===== config.mk =====
export PLATFORM = sky130hd
export DESIGN_NAME = fifo64_burst_sequencer
export DESIGN_NICKNAME = d
export VERILOG_FILES = /design/src/rtl/fifo64_burst_sequencer.sv
export SDC_FILE = /design/constraint.sdc
export NUM_CORES = 1
export LEC_CHECK = 0
export CORE_ASPECT_RATIO = 1.1
export CORE_MARGIN = 2
export CORE_UTILIZATION = 50
export CTS_BUF_LIST = sky130_fd_sc_hd__clkbuf_16
export DETAILED_ROUTE_END_ITERATION = 8
export HOLD_SLACK_MARGIN = 0.12
export PLACE_DENSITY = 0.82
export SLEW_MARGIN = 20
export SYNTH_ARGS = -nofsm -noshare
export SYNTH_HDL_FRONTEND = slang
export SYNTH_SLANG_ARGS = --single-unit

===== constraint.sdc =====
create_clock -name clk -period 2.5 [get_ports clk]
set_clock_uncertainty 0.15 [all_clocks]
set_input_delay 0.5 -clock clk [delete_from_list [all_inputs] [get_ports clk]]
set_output_delay 0.5 -clock clk [all_outputs]
set_load 0.1 [all_outputs]

===== src/rtl/fifo64_burst_sequencer.sv =====
// fifo64_burst_sequencer
// Turns single-cycle write/read start triggers into fixed N_WT-cycle wrreq/rdreq
// bursts for the 64-bit turbine-data FIFO.
// Tracks FIFO occupancy and refuses bursts that would overflow or underflow it.
// Also generates the read-data-valid strobe and the sticky output-register enable.

// One burst sequencer (IDLE/BURST with a remaining-cycle down-counter).
// The write and read sides each use one instance.
module fifo64_burst_fsm #(
    parameter int N_WT = 8
) (
    input  logic clk,
    input  logic rst,
    input  logic clr_i,
    input  logic start_i,
    input  logic ok_i,
    output logic en_o,
    output logic done_o,
    output logic reject_o,
    output logic overlap_o
);
    localparam int REM_W = $clog2(N_WT + 1);

    typedef enum logic [0:0] {
        S_IDLE  = 1'b0,
        S_BURST = 1'b1
    } state_t;

    state_t             state_q, state_d;
    logic [REM_W-1:0]   rem_q, rem_d;
    logic               en_q, en_d;
    logic               done_q, done_d;
    logic               reject_s, overlap_s;

    // State and remaining-cycle register; either reset aborts the burst.
    always_ff @(posedge clk) begin
        if (rst || clr_i) begin
            state_q <= S_IDLE;
            rem_q   <= '0;
        end else begin
            state_q <= state_d;
            rem_q   <= rem_d;
        end
    end

    // Next state: accept/reject starts, count the burst down, chain on the last cycle.
    always_comb begin
        state_d   = state_q;
        rem_d     = rem_q;
        reject_s  = 1'b0;
        overlap_s = 1'b0;
        case (state_q)
            S_IDLE: begin
                if (start_i) begin
                    if (ok_i) begin
                        state_d = S_BURST;
                        rem_d   = REM_W'(N_WT);
                    end else begin
                        reject_s = 1'b1;
                    end
                end else begin
                    state_d = S_IDLE;
                end
            end
            S_BURST: begin
                if (rem_q == REM_W'(1)) begin
                    // Last cycle: a start here may begin the next burst with no gap.
                    if (start_i && ok_i) begin
                        state_d = S_BURST;
                        rem_d   = REM_W'(N_WT);
                    end else begin
                        state_d  = S_IDLE;
                        rem_d    = '0;
                        reject_s = start_i;
                    end
                end else begin
                    rem_d     = rem_q - REM_W'(1);
                    overlap_s = start_i;
                end
            end
            default: begin
                state_d = S_IDLE;
                rem_d   = '0;
            end
        endcase
    end

    // Output decode from the next state so that enable and done come straight from flops.
    always_comb begin
        en_d   = (state_d == S_BURST);
        done_d = (state_d == S_BURST) && (rem_d == REM_W'(1));
    end

    // Output registers.
    always_ff @(posedge clk) begin
        if (rst || clr_i) begin
            en_q   <= 1'b0;
            done_q <= 1'b0;
        end else begin
            en_q   <= en_d;
            done_q <= done_d;
        end
    end

    assign en_o      = en_q;
    assign done_o    = done_q;
    assign reject_o  = reject_s;
    assign overlap_o = overlap_s;
endmodule

// Simulation-only occupancy checks: the counter must never leave 0..DEPTH.
module fifo64_burst_sequencer_chk #(
    parameter int DEPTH = 16,
    parameter int CNT_W = 5
) (
    input logic             clk,
    input logic             rst,
    input logic             rst_user,
    input logic             wr_en,
    input logic             rd_en,
    input logic [CNT_W-1:0] used_cnt
);
    a_used_in_range: assert property (@(posedge clk) disable iff (rst)
        used_cnt <= CNT_W'(DEPTH));
    a_no_overflow: assert property (@(posedge clk) disable iff (rst || rst_user)
        !(wr_en && !rd_en && (used_cnt == CNT_W'(DEPTH))));
    a_no_underflow: assert property (@(posedge clk) disable iff (rst || rst_user)
        !(rd_en && !wr_en && (used_cnt == '0)));
endmodule

module fifo64_burst_sequencer #(
    parameter int N_WT  = 8,
    parameter int DEPTH = 16,
    parameter int CNT_W = 5
) (
    input  logic             clk,
    input  logic             rst,
    input  logic             rst_user,
    input  logic             wr_start,
    input  logic             rd_start,
    output logic             wr_en,
    output logic             rd_en,
    output logic             rd_valid,
    output logic             out_ena,
    output logic             wr_busy,
    output logic             rd_busy,
    output logic             wr_done,
    output logic             rd_done,
    output logic [CNT_W-1:0] used_cnt,
    output logic             ovf_err,
    output logic             udf_err,
    output logic             seq_err
);
    logic             wr_en_s, rd_en_s, wr_done_s, rd_done_s;
    logic             wr_ok_s, rd_ok_s;
    logic             wr_rej_s, rd_rej_s, wr_ovl_s, rd_ovl_s;
    logic [CNT_W-1:0] used_q, used_d;
    logic             rd_valid_q, out_ena_q;
    logic             ovf_q, udf_q, seq_q;

    // Admission checks on the registered count.
    // The word moved by this cycle's own enable is included.
    // This matters only on a burst's last cycle, where a chained start is judged
    // before that final word is counted.
    always_comb begin
        wr_ok_s = (int'(used_q) + int'(wr_en_s)) <= (DEPTH - N_WT);
        rd_ok_s = (int'(used_q) - int'(rd_en_s)) >= N_WT;
    end

    fifo64_burst_fsm #(.N_WT(N_WT)) u_wr_fsm (
        .clk       (clk),
        .rst       (rst),
        .clr_i     (rst_user),
        .start_i   (wr_start),
        .ok_i      (wr_ok_s),
        .en_o      (wr_en_s),
        .done_o    (wr_done_s),
        .reject_o  (wr_rej_s),
        .overlap_o (wr_ovl_s)
    );

    fifo64_burst_fsm #(.N_WT(N_WT)) u_rd_fsm (
        .clk       (clk),
        .rst       (rst),
        .clr_i     (rst_user),
        .start_i   (rd_start),
        .ok_i      (rd_ok_s),
        .en_o      (rd_en_s),
        .done_o    (rd_done_s),
        .reject_o  (rd_rej_s),
        .overlap_o (rd_ovl_s)
    );

    // Occupancy next value: +1 write only, -1 read only, hold otherwise.
    always_comb begin
        case ({wr_en_s, rd_en_s})
            2'b10:   used_d = used_q + CNT_W'(1);
            2'b01:   used_d = used_q - CNT_W'(1);
            default: used_d = used_q;
        endcase
    end

    // Occupancy counter, read-valid delay and sticky error flags.
    always_ff @(posedge clk) begin
        if (rst || rst_user) begin
            used_q     <= '0;
            rd_valid_q <= 1'b0;
            ovf_q      <= 1'b0;
            udf_q      <= 1'b0;
            seq_q      <= 1'b0;
        end else begin
            used_q     <= used_d;
            rd_valid_q <= rd_en_s;
            ovf_q      <= ovf_q | wr_rej_s;
            udf_q      <= udf_q | rd_rej_s;
            seq_q      <= seq_q | wr_ovl_s | rd_ovl_s;
        end
    end

    // Output-register enable: set after the first valid read word.
    // Only a full reset clears it.
    always_ff @(posedge clk) begin
        if (rst) begin
            out_ena_q <= 1'b0;
        end else if (rst_user) begin
            out_ena_q <= out_ena_q;
        end else begin
            out_ena_q <= out_ena_q | rd_valid_q;
        end
    end

    fifo64_burst_sequencer_chk #(.DEPTH(DEPTH), .CNT_W(CNT_W)) u_chk (
        .clk      (clk),
        .rst      (rst),
        .rst_user (rst_user),
        .wr_en    (wr_en_s),
        .rd_en    (rd_en_s),
        .used_cnt (used_q)
    );

    assign wr_en    = wr_en_s;
    assign rd_en    = rd_en_s;
    assign wr_busy  = wr_en_s;
    assign rd_busy  = rd_en_s;
    assign wr_done  = wr_done_s;
    assign rd_done  = rd_done_s;
    assign rd_valid = rd_valid_q;
    assign out_ena  = out_ena_q;
    assign used_cnt = used_q;
    assign ovf_err  = ovf_q;
    assign udf_err  = udf_q;
    assign seq_err  = seq_q;
endmodule

# ---- Word-level counts from Yosys, hierarchy flattened
# Cells that the tools add are included.
dict set report totals {
  register_bits 22
  out_inout_bits 16
  wordCells 74
}
dict set report classes {
  n_addsub 6
  n_lt_le_gt_ge 2
  n_eq_ne 6
  muxes 35
  bitwise_logic 7
  n_reduce_logical 6
}
# operator n
set ops {}
lappend ops {{4-bit two-way mux} 8}
lappend ops {{1-bit two-way mux} 20}
lappend ops {{4-bit by 1-bit == test with 1-bit output, second input constant} 4}
lappend ops {{4-bit one-hot mux with 2 select lines} 2}
lappend ops {{5-bit one-hot mux with 2 select lines} 1}
lappend ops {{1-bit one-hot mux with 2 select lines} 4}
lappend ops {{4-bit by 1-bit subtractor with 4-bit output, second input constant} 2}
lappend ops {{5-bit by 1-bit adder with 6-bit output} 1}
lappend ops {{6-bit by 5-bit greater-or-equal comparator with 1-bit output, second input constant} 1}
lappend ops {{6-bit by 4-bit less-or-equal comparator with 1-bit output, second input constant} 1}
lappend ops {{5-bit by 1-bit subtractor with 6-bit output} 1}
lappend ops {{5-bit by 1-bit adder with 5-bit output, second input constant} 1}
lappend ops {{1-bit OR} 5}
lappend ops {{5-bit by 1-bit subtractor with 5-bit output, second input constant} 1}
lappend ops {{1-bit logical AND} 4}
lappend ops {{2-bit by 1-bit == test with 1-bit output, second input constant} 1}
lappend ops {{2-bit == test, second input constant} 1}
lappend ops {{1-bit NOT} 2}
lappend ops {{2-bit nonzero test} 1}
lappend ops {{1-bit logical OR} 1}

# ---- Longest topological paths before layout
# Gate-level depths: netlist of run 1.
dict set report depth {
  ltp_word 8
  ltp_mapped 9
}

# ---- By module
# A second synthesis of run 1 with hierarchy kept.
dict set report hier_totals {
  cells_unflattened 153
  area_unflattened_um2 1290.0
}
# mod instances cells_each area_per_inst_um2
set by_module_without_submodules {}
lappend by_module_without_submodules {fifo64_burst_fsm 2 39 324.1}
lappend by_module_without_submodules {fifo64_burst_sequencer 1 75 641.9}

# ---- Worst setup path after synthesis of run 1
# Ideal clock, no wire load.
dict set report synth_timing {
  kind {register -> register}
  startpoint {reg, netlist name u_wr_fsm.state_q}
  endpoint {reg used_q[4], in the netlist used_cnt[4]}
  setup_ns 0.071
  arrival_ns 2.681
  required_ns 2.279
  path_slack_ns -0.401
  stages_incl_launch_ff 9
  n_path_buf 0
  path_cell_list {dfxtp_1 inv_1 ha_1 ha_1 nor2b_1 o21ai_1 a211oi_1 or3_1 a21oi_1}
}
# item line
set synth_rtl {}
lappend synth_rtl {{to (signal assigned)} 212} ;# used_q <= used_d;
lappend synth_rtl {{to (decl)} 157} ;# logic [CNT_W-1:0] used_q, used_d;

==> run summary, run 1 <==
Status = completed
Die footprint = 0.002957 mm²
Distinct cells, synth = 45
CP required = 2.53 ns
Global-route wire length before repair = 4.878 mm
Clock root cell = clkbuf_16
Fin Setup TNS = 0 ns
I/O pins = 21
Max reg flops = 5
Layout area overhead = 19.92%
Mean Syn Cell Area = 8.872 µm²
Hold Path Stages = 1
Synth Flop Type = dfxtp_1
Fill cell count = 214
Nets = 181
Post-Synthesis Cells = 143
ANT cells = 0
Max-cap violations = 0
Vias = 1124
RePlAce Congestion = 0.8433
Hold-fix buffers, CTS = 0
HPWL after DPL = 2.100 mm
Pwr Total = 0.0007650 W
Largest register by flop count = used_cnt
Min-Delay Endpoint = udf_err
Initial antenna violation count = 0
Initial core utilization = 0.5181
Core area = 0.002449 mm²
Vias in the first global route = 1078
Final hold violations = 0
Seq/Total Area, Yosys = 0.3471
Worst-path cell chain = inv_1, ha_1, inv_1, fa_1, nor2b_1, o21ai_1, nor4b_1, or3_1, a21oi_1
DRT iter0 DRCs = 48
Ys Warns = 0
Buffers added on ports = 20
HP Class = register to register
CTS tree = yes
H-tree level count = 1
Min Tclk post-route = 2.363 ns
Measured slew at the worst slew-check pin = 0.5114 ns
Synth Cell Area = 0.001269 mm²
RR Endpoint = used_cnt[4]
Slowest Stage Delay on Critical Path = 0.38 ns
Grt ovf = 0
Reg2reg start = u_wr_fsm.state_q
DIE HEIGHT = 56.83 µm
Biggest regs = used_cnt x5, u_rd_fsm.rem_q x4, u_wr_fsm.rem_q x4
Max stage delay cell, worst path = fa_1
Total GRT Usage = 0.2161
Core Rows = 19
First-pass detailed-route iteration total = 4
Clock Path Buffers = 2
Clk pin slew, worst setup/hold paths = 0.06 ns
Drt drc = 0
WS Path Type = register to register
# Post-CTS Setup Buffers = 0
DR WL/cell = 14.56 µm
Max-slew violations = 0
RSZ-0062 raised after global routing = false
TritonCTS Buffers = 3
R2r setup slk = 0.14 ns
Placed Cells = 189
Syn Nets = 161
Vias per inst = 5.824
Fmax = 423.2 MHz
Worst slew margin = 0.6591
Flop and latch count out of synthesis = 22
Largest net degree at the start of global routing = 16
Final WL = 2.810 mm
Crit path DAT = 2.40 ns
Cell mode on critical path = inv_1
Share of cells above drive strength 1 = 0.1975
Finish-stage setup viols = 0
Lkg Pwr = 0.6079 nW
Chip width = 52.03 µm
Clk Latency, worst-skew pair = 0.25 ns
# resized after CTS = 0
Kind of end point of the critical path = register
Post-synth ARST share = 0
Hold_sp = udf_err
Power Density = 502.8 mW/mm²
Number of flops mapped to enable cells by yosys = 0
Final ANT Viol Nets = 0
Worst-path fanout max = 8
Worst Reg-to-Reg Cells = 9
Worst vdd ir = 0.2847 mV
Final Non-Filler Cells = 193
Final worst-path cycle share = 0.9451
Clock Sinks = 22
Critical Path Source Type = register
==> metrics by stage <==
stage	util	hold WS (ns)	area (µm²)	worst slack, ns
after floorplan	-	0.3225	1274	0.008873
after global placement	0.5892	0.3028	1443	0.3329
after detailed placement	0.5892	0.3097	1443	0.1965
after CTS	0.6214	0.3271	1521	0.1821
after global routing	0.6214	0.3445	1521	0.01814
final	0.6214	0.3272	1521	0.1371
==> metal layers <==
| layer | vias up | GRT usage | wire length (µm) |
|---|---|---|---|
| met4 | 0 | 0.09023 | 56 |
| met2 | 37 | 0.3599 | 1393 |
| met5 | - | 0 | 0 |
| li1 | 545 | - | - |
| met1 | 535 | 0.2720 | 1226 |
| met3 | 7 | 0.03191 | 134 |
==> synth_stat cells (all sizes together) (3+ instances only) <==
| cell | count | share of area |
|---|---|---|
| inv | 15 | 0.044 |
| buf | 3 | 0.021 |
| xor2 | 3 | 0.021 |
| nand3 | 7 | 0.028 |
| o21ai | 5 | 0.023 |
| a21oi | 11 | 0.046 |
| clkbuf | 3 | 0.0089 |
| o21a | 3 | 0.018 |
| ha | 12 | 0.12 |
| dfxtp | 22 | 0.35 |
| nor2 | 16 | 0.047 |
| nor3 | 5 | 0.020 |
| nor4b | 3 | 0.021 |
==> kinds of logic (layout without fill, tap and decap cells) <==
kind of cell | count (synthesis) | count (layout) | synth area share
AND/OR/NAND/NOR | 44 | 44 | 0.1874
AO/OA/AOI/OAI | 35 | 35 | 0.2032
flip-flops | 22 | 22 | 0.3471
buffers and inverters | 22 | 41 | 0.07790
adder cells (fa/ha/maj) | 13 | 13 | 0.1341
XOR/XNOR | 5 | 5 | 0.03452
multiplexers | 2 | 2 | 0.01578
==> cells in the final DEF, fill, tap and decap left out, types with 2 or more instances in the layout <==
| cell type | Yosys | final |
|---|---|---|
| ha_1 | 12 | 12 |
| clkdlybuf4s50_1 | 0 | 4 |
| o41ai_1 | 2 | 2 |
| nand3_1 | 7 | 7 |
| nor4b_1 | 3 | 3 |
| or3_1 | 2 | 2 |
| o21ai_0 | 3 | 3 |
| dfxtp_2 | 0 | 4 |
| nor3b_1 | 2 | 2 |
| xor2_1 | 3 | 3 |
| dfxtp_1 | 22 | 18 |
| o21a_1 | 3 | 3 |
| a221oi_1 | 2 | 2 |
| nor2_1 | 16 | 16 |
| mux2i_1 | 2 | 2 |
| a21oi_1 | 10 | 10 |
| nor2b_1 | 2 | 2 |
| xnor2_1 | 2 | 2 |
| clkbuf_16 | 0 | 3 |
| nor3_1 | 5 | 5 |
| inv_1 | 15 | 15 |
| buf_4 | 2 | 17 |
==> power by group <==
group          total [W]  internal, W  switching [W]
registers       0.000361     0.000355     0.00000533
clock network   0.000334     0.000213       0.000121
logic          0.0000702    0.0000230      0.0000473
total           0.000765     0.000592       0.000173
==> area by class of cell <==
type	instances	area, µm²	area share
flip-flops and latches	22	445.4	0.2928
repair buffers	21	167.7	0.1102
well taps	31	38.79	0.02549
clock buffers	3	75.07	0.04934
inverters	16	61.31	0.04030
multi-input cells	99	729.5	0.4794
clock inverters	1	3.754	0.002467
==> worst max path at each step <==
stage	slack, ns	to	from	cells after the start
2_1_floorplan	0.009	used_cnt[4]	u_wr_fsm.state_q	8
3_3_place_gp	0.33	used_cnt[4]	u_wr_fsm.state_q	9
3_5_place_dp	0.20	used_cnt[4]	u_wr_fsm.state_q	9
4_1_cts	0.18	used_cnt[4]	u_wr_fsm.state_q	9
5_1_grt	0.02	used_cnt[4]	u_wr_fsm.state_q	9
6_report	0.14	used_cnt[4]	u_wr_fsm.state_q	9
==> critical path: cells and delay by family (launching register included) <==
family,cells,cell delay (ns)
fa+ha+maj,2,0.67
simple gates,3,0.65
flops,1,0.36
buf+inv,2,0.24
compound gates,2,0.22
(Power assumes the default switching activity.)
==> run 2: changes to the inputs <==
--- a/config.mk
+++ b/config.mk
@@ -11,7 +11,7 @@
 export CTS_BUF_LIST = sky130_fd_sc_hd__clkbuf_16
 export DETAILED_ROUTE_END_ITERATION = 8
 export HOLD_SLACK_MARGIN = 0.12
-export PLACE_DENSITY = 0.82
+export PLACE_DENSITY_LB_ADDON = 0.15
 export SLEW_MARGIN = 20
 export SYNTH_ARGS = -nofsm -noshare
 export SYNTH_HDL_FRONTEND = slang
==> run 2 against run 1 <==
Compared with the run above:
- via count increased by 0.27%
- sequential power about the same
- design area grew 2.7%
- setup slack worse by 0.046 ns
==> run summary, run 2 (synthesis gave the netlist of run 1 again) <==
Worst-path fanout max = 8 (unchanged)
Measured slew at the worst slew-check pin = 0.5370 ns (was 0.5114 ns)
HP Class = register to register (unchanged)
DIE HEIGHT = 56.83 µm (unchanged)
Final ANT Viol Nets = 0 (unchanged)
Die footprint = 0.002957 mm² (unchanged)
Clk pin slew, worst setup/hold paths = 0.06 ns (about the same)
Global-route wire length before repair = 4.850 mm (was 4.878 mm)
Fin Setup TNS = 0 ns (unchanged)
Most frequent cells in the layout = dfxtp_1, buf_4, nor2_1, inv_1, ha_1 (unchanged)
Kind of end point of the critical path = register (unchanged)
Core Rows = 19 (unchanged)
Hold Slack = 0.3227 ns (was 0.3272 ns)
Min Tclk post-route = 2.408 ns (was 2.363 ns)
Core area = 0.002449 mm² (unchanged)
Setup WS post-layout = 0.09152 ns (was 0.1371 ns)
Drt drc = 0 (unchanged)
DR WL/cell = 14.56 µm (about the same)
H-tree level count = 1 (unchanged)
Initial core utilization = 0.5181 (unchanged)
Buffers added on ports = 20 (unchanged)
Share of cells above drive strength 1 = 0.2270 (was 0.1975)
Clk Latency, worst-skew pair = 0.25 ns (about the same)
Clock root cell = clkbuf_16 (unchanged)
Fmax = 415.2 MHz (was 423.2 MHz)
HPWL after DPL = 2.052 mm (was 2.100 mm)
Largest register by flop count = used_cnt (unchanged)
Vias per inst = 5.809 (was 5.824)
Final core occ = 0.6382 (was 0.6214)
Lkg Pwr = 0.6250 nW (was 0.6079 nW)
DRT iter0 DRCs = 39 (was 48)
Fill cell count = 200 (was 214)
WS Path Type = register to register (unchanged)
Max-slew violations = 0 (unchanged)
Status = completed (unchanged)
Final hold violations = 0 (unchanged)
Largest net degree at the start of global routing = 16 (unchanged)
TritonCTS Buffers = 3 (unchanged)
Grt ovf = 0 (unchanged)
Clock Sinks = 22 (unchanged)
First-pass detailed-route iteration total = 4 (unchanged)
Worst slew margin = 0.6420 (was 0.6591)
Max-cap violations = 0 (unchanged)
Finish-stage setup viols = 0 (unchanged)
CTS tree = yes (unchanged)
I/O pins = 21 (unchanged)
Max reg flops = 5 (unchanged)
Final WL = 2.825 mm (was 2.810 mm)
RePlAce Congestion = 0.8158 (was 0.8433)
Crit path DAT = 2.43 ns (was 2.40 ns)
Nets = 182 (was 181)
ANT cells = 0 (unchanged)
Vias = 1127 (was 1124)
Total GRT Usage = 0.2172 (was 0.2161)
Dpl ws = 0.1722 ns (was 0.1965 ns)
Cell Area, Placed = 0.001450 mm² (was 0.001443 mm²)
Critical Path Source Type = register (unchanged)
Final Instance Area = 0.001563 mm² (was 0.001521 mm²)
Vias in the first global route = 1128 (was 1078)
Biggest regs = used_cnt x5, u_rd_fsm.rem_q x4, u_wr_fsm.rem_q x4 (unchanged)
Layout area overhead = 23.18% (was 19.92%)
Hold-fix buffers, CTS = 0 (unchanged)
Chip width = 52.03 µm (unchanged)
CP required = 2.52 ns (was 2.53 ns)
Clock Path Buffers = 2 (unchanged)
Final worst-path cycle share = 0.9634 (was 0.9451)
Worst vdd ir = 0.3706 mV (was 0.2847 mV)
Power Density = 560.9 mW/mm² (was 502.8 mW/mm²)
Initial antenna violation count = 0 (unchanged)
[run 2: cell count changes in the layout (fill, tap and decap cells not counted)]
cell       delta
ha_1          -1
inv_1         -1
a211oi_2      +1
inv_2         +1
a211oi_1      -1
buf_4         +1
ha_2          +1
clkinv_1      -1
bufinv_16     +1
[run 2: repair_timing]
item / 4_1_cts / 5_1_grt
hold endpoints to repair: 0 / 0
setup endpoints to repair: 0 / 1
setup buffers: 0 / 0
gates resized for setup: 0 / 3
[run 2: area by class of cell]
class | instances | area, µm² | share of cell area
flip-flops and latches | 22 | 445.4 | 0.2850
repair buffers | 22 | 175.2 | 0.1121
multi-input cells | 99 | 737.0 | 0.4716
clock inverters | 1 | 30.03 | 0.01922
well taps | 31 | 38.79 | 0.02482
clock buffers | 3 | 75.07 | 0.04804
inverters | 16 | 61.31 | 0.03923
[run 2: worst max-delay path, cell delays in order (launching register included)]
cell and delay [ns]:
dfxtp_2 0.41, inv_2 0.09, ha_2 0.23, ha_1 0.31, nor2b_1 0.15, o21ai_1 0.22, nor4b_1 0.37, o21ai_0 0.18
a21oi_1 0.22
[run 2: where the power goes]
part,leakage (nW),internal (W),switching (W)
sequential,0.180,0.000355,0.00000557
clock,0.0511,0.000318,0.000127
combinational,0.394,0.0000233,0.0000474
[run 2: metal layers]
metal  vias to the layer above  global-route usage  routed length (µm)
met3                         9             0.04521                 132
met4                         0              0.1015                  74
li1                        548                   -                   -
met1                       533              0.2538                1208
met5                         -                   0                   0
met2                        37              0.3689                1410
[run 2: final timing paths]
path               startpoint  slack [ns]  cells past startpoint     endpoint
max          u_wr_fsm.state_q        0.09                      8  used_cnt[4]
min                   ovf_err        0.32                      1      ovf_err
max reg2reg  u_wr_fsm.state_q        0.09                      8  used_cnt[4]
min reg2reg           ovf_err        0.32                      1      ovf_err
[run 2: through the flow]
stage	power, W	std cells
after floorplan	0.0004179	143
after global placement	0.0004373	190
after detailed placement	0.0004386	190
after CTS	0.0008848	194
after global routing	0.0009136	194
final	0.0008765	194
==> run 3: changes to the inputs <==
--- a/config.mk
+++ b/config.mk
@@ -5,6 +5,7 @@
 export SDC_FILE = /design/constraint.sdc
 export NUM_CORES = 1
 export LEC_CHECK = 0
+export ABC_CLOCK_PERIOD_IN_PS = 2500
 export CORE_ASPECT_RATIO = 1.1
 export CORE_MARGIN = 2
 export CORE_UTILIZATION = 50
==> results of run 3 <==
The final DEF is identical to that of run 2; final timing and power are the same.
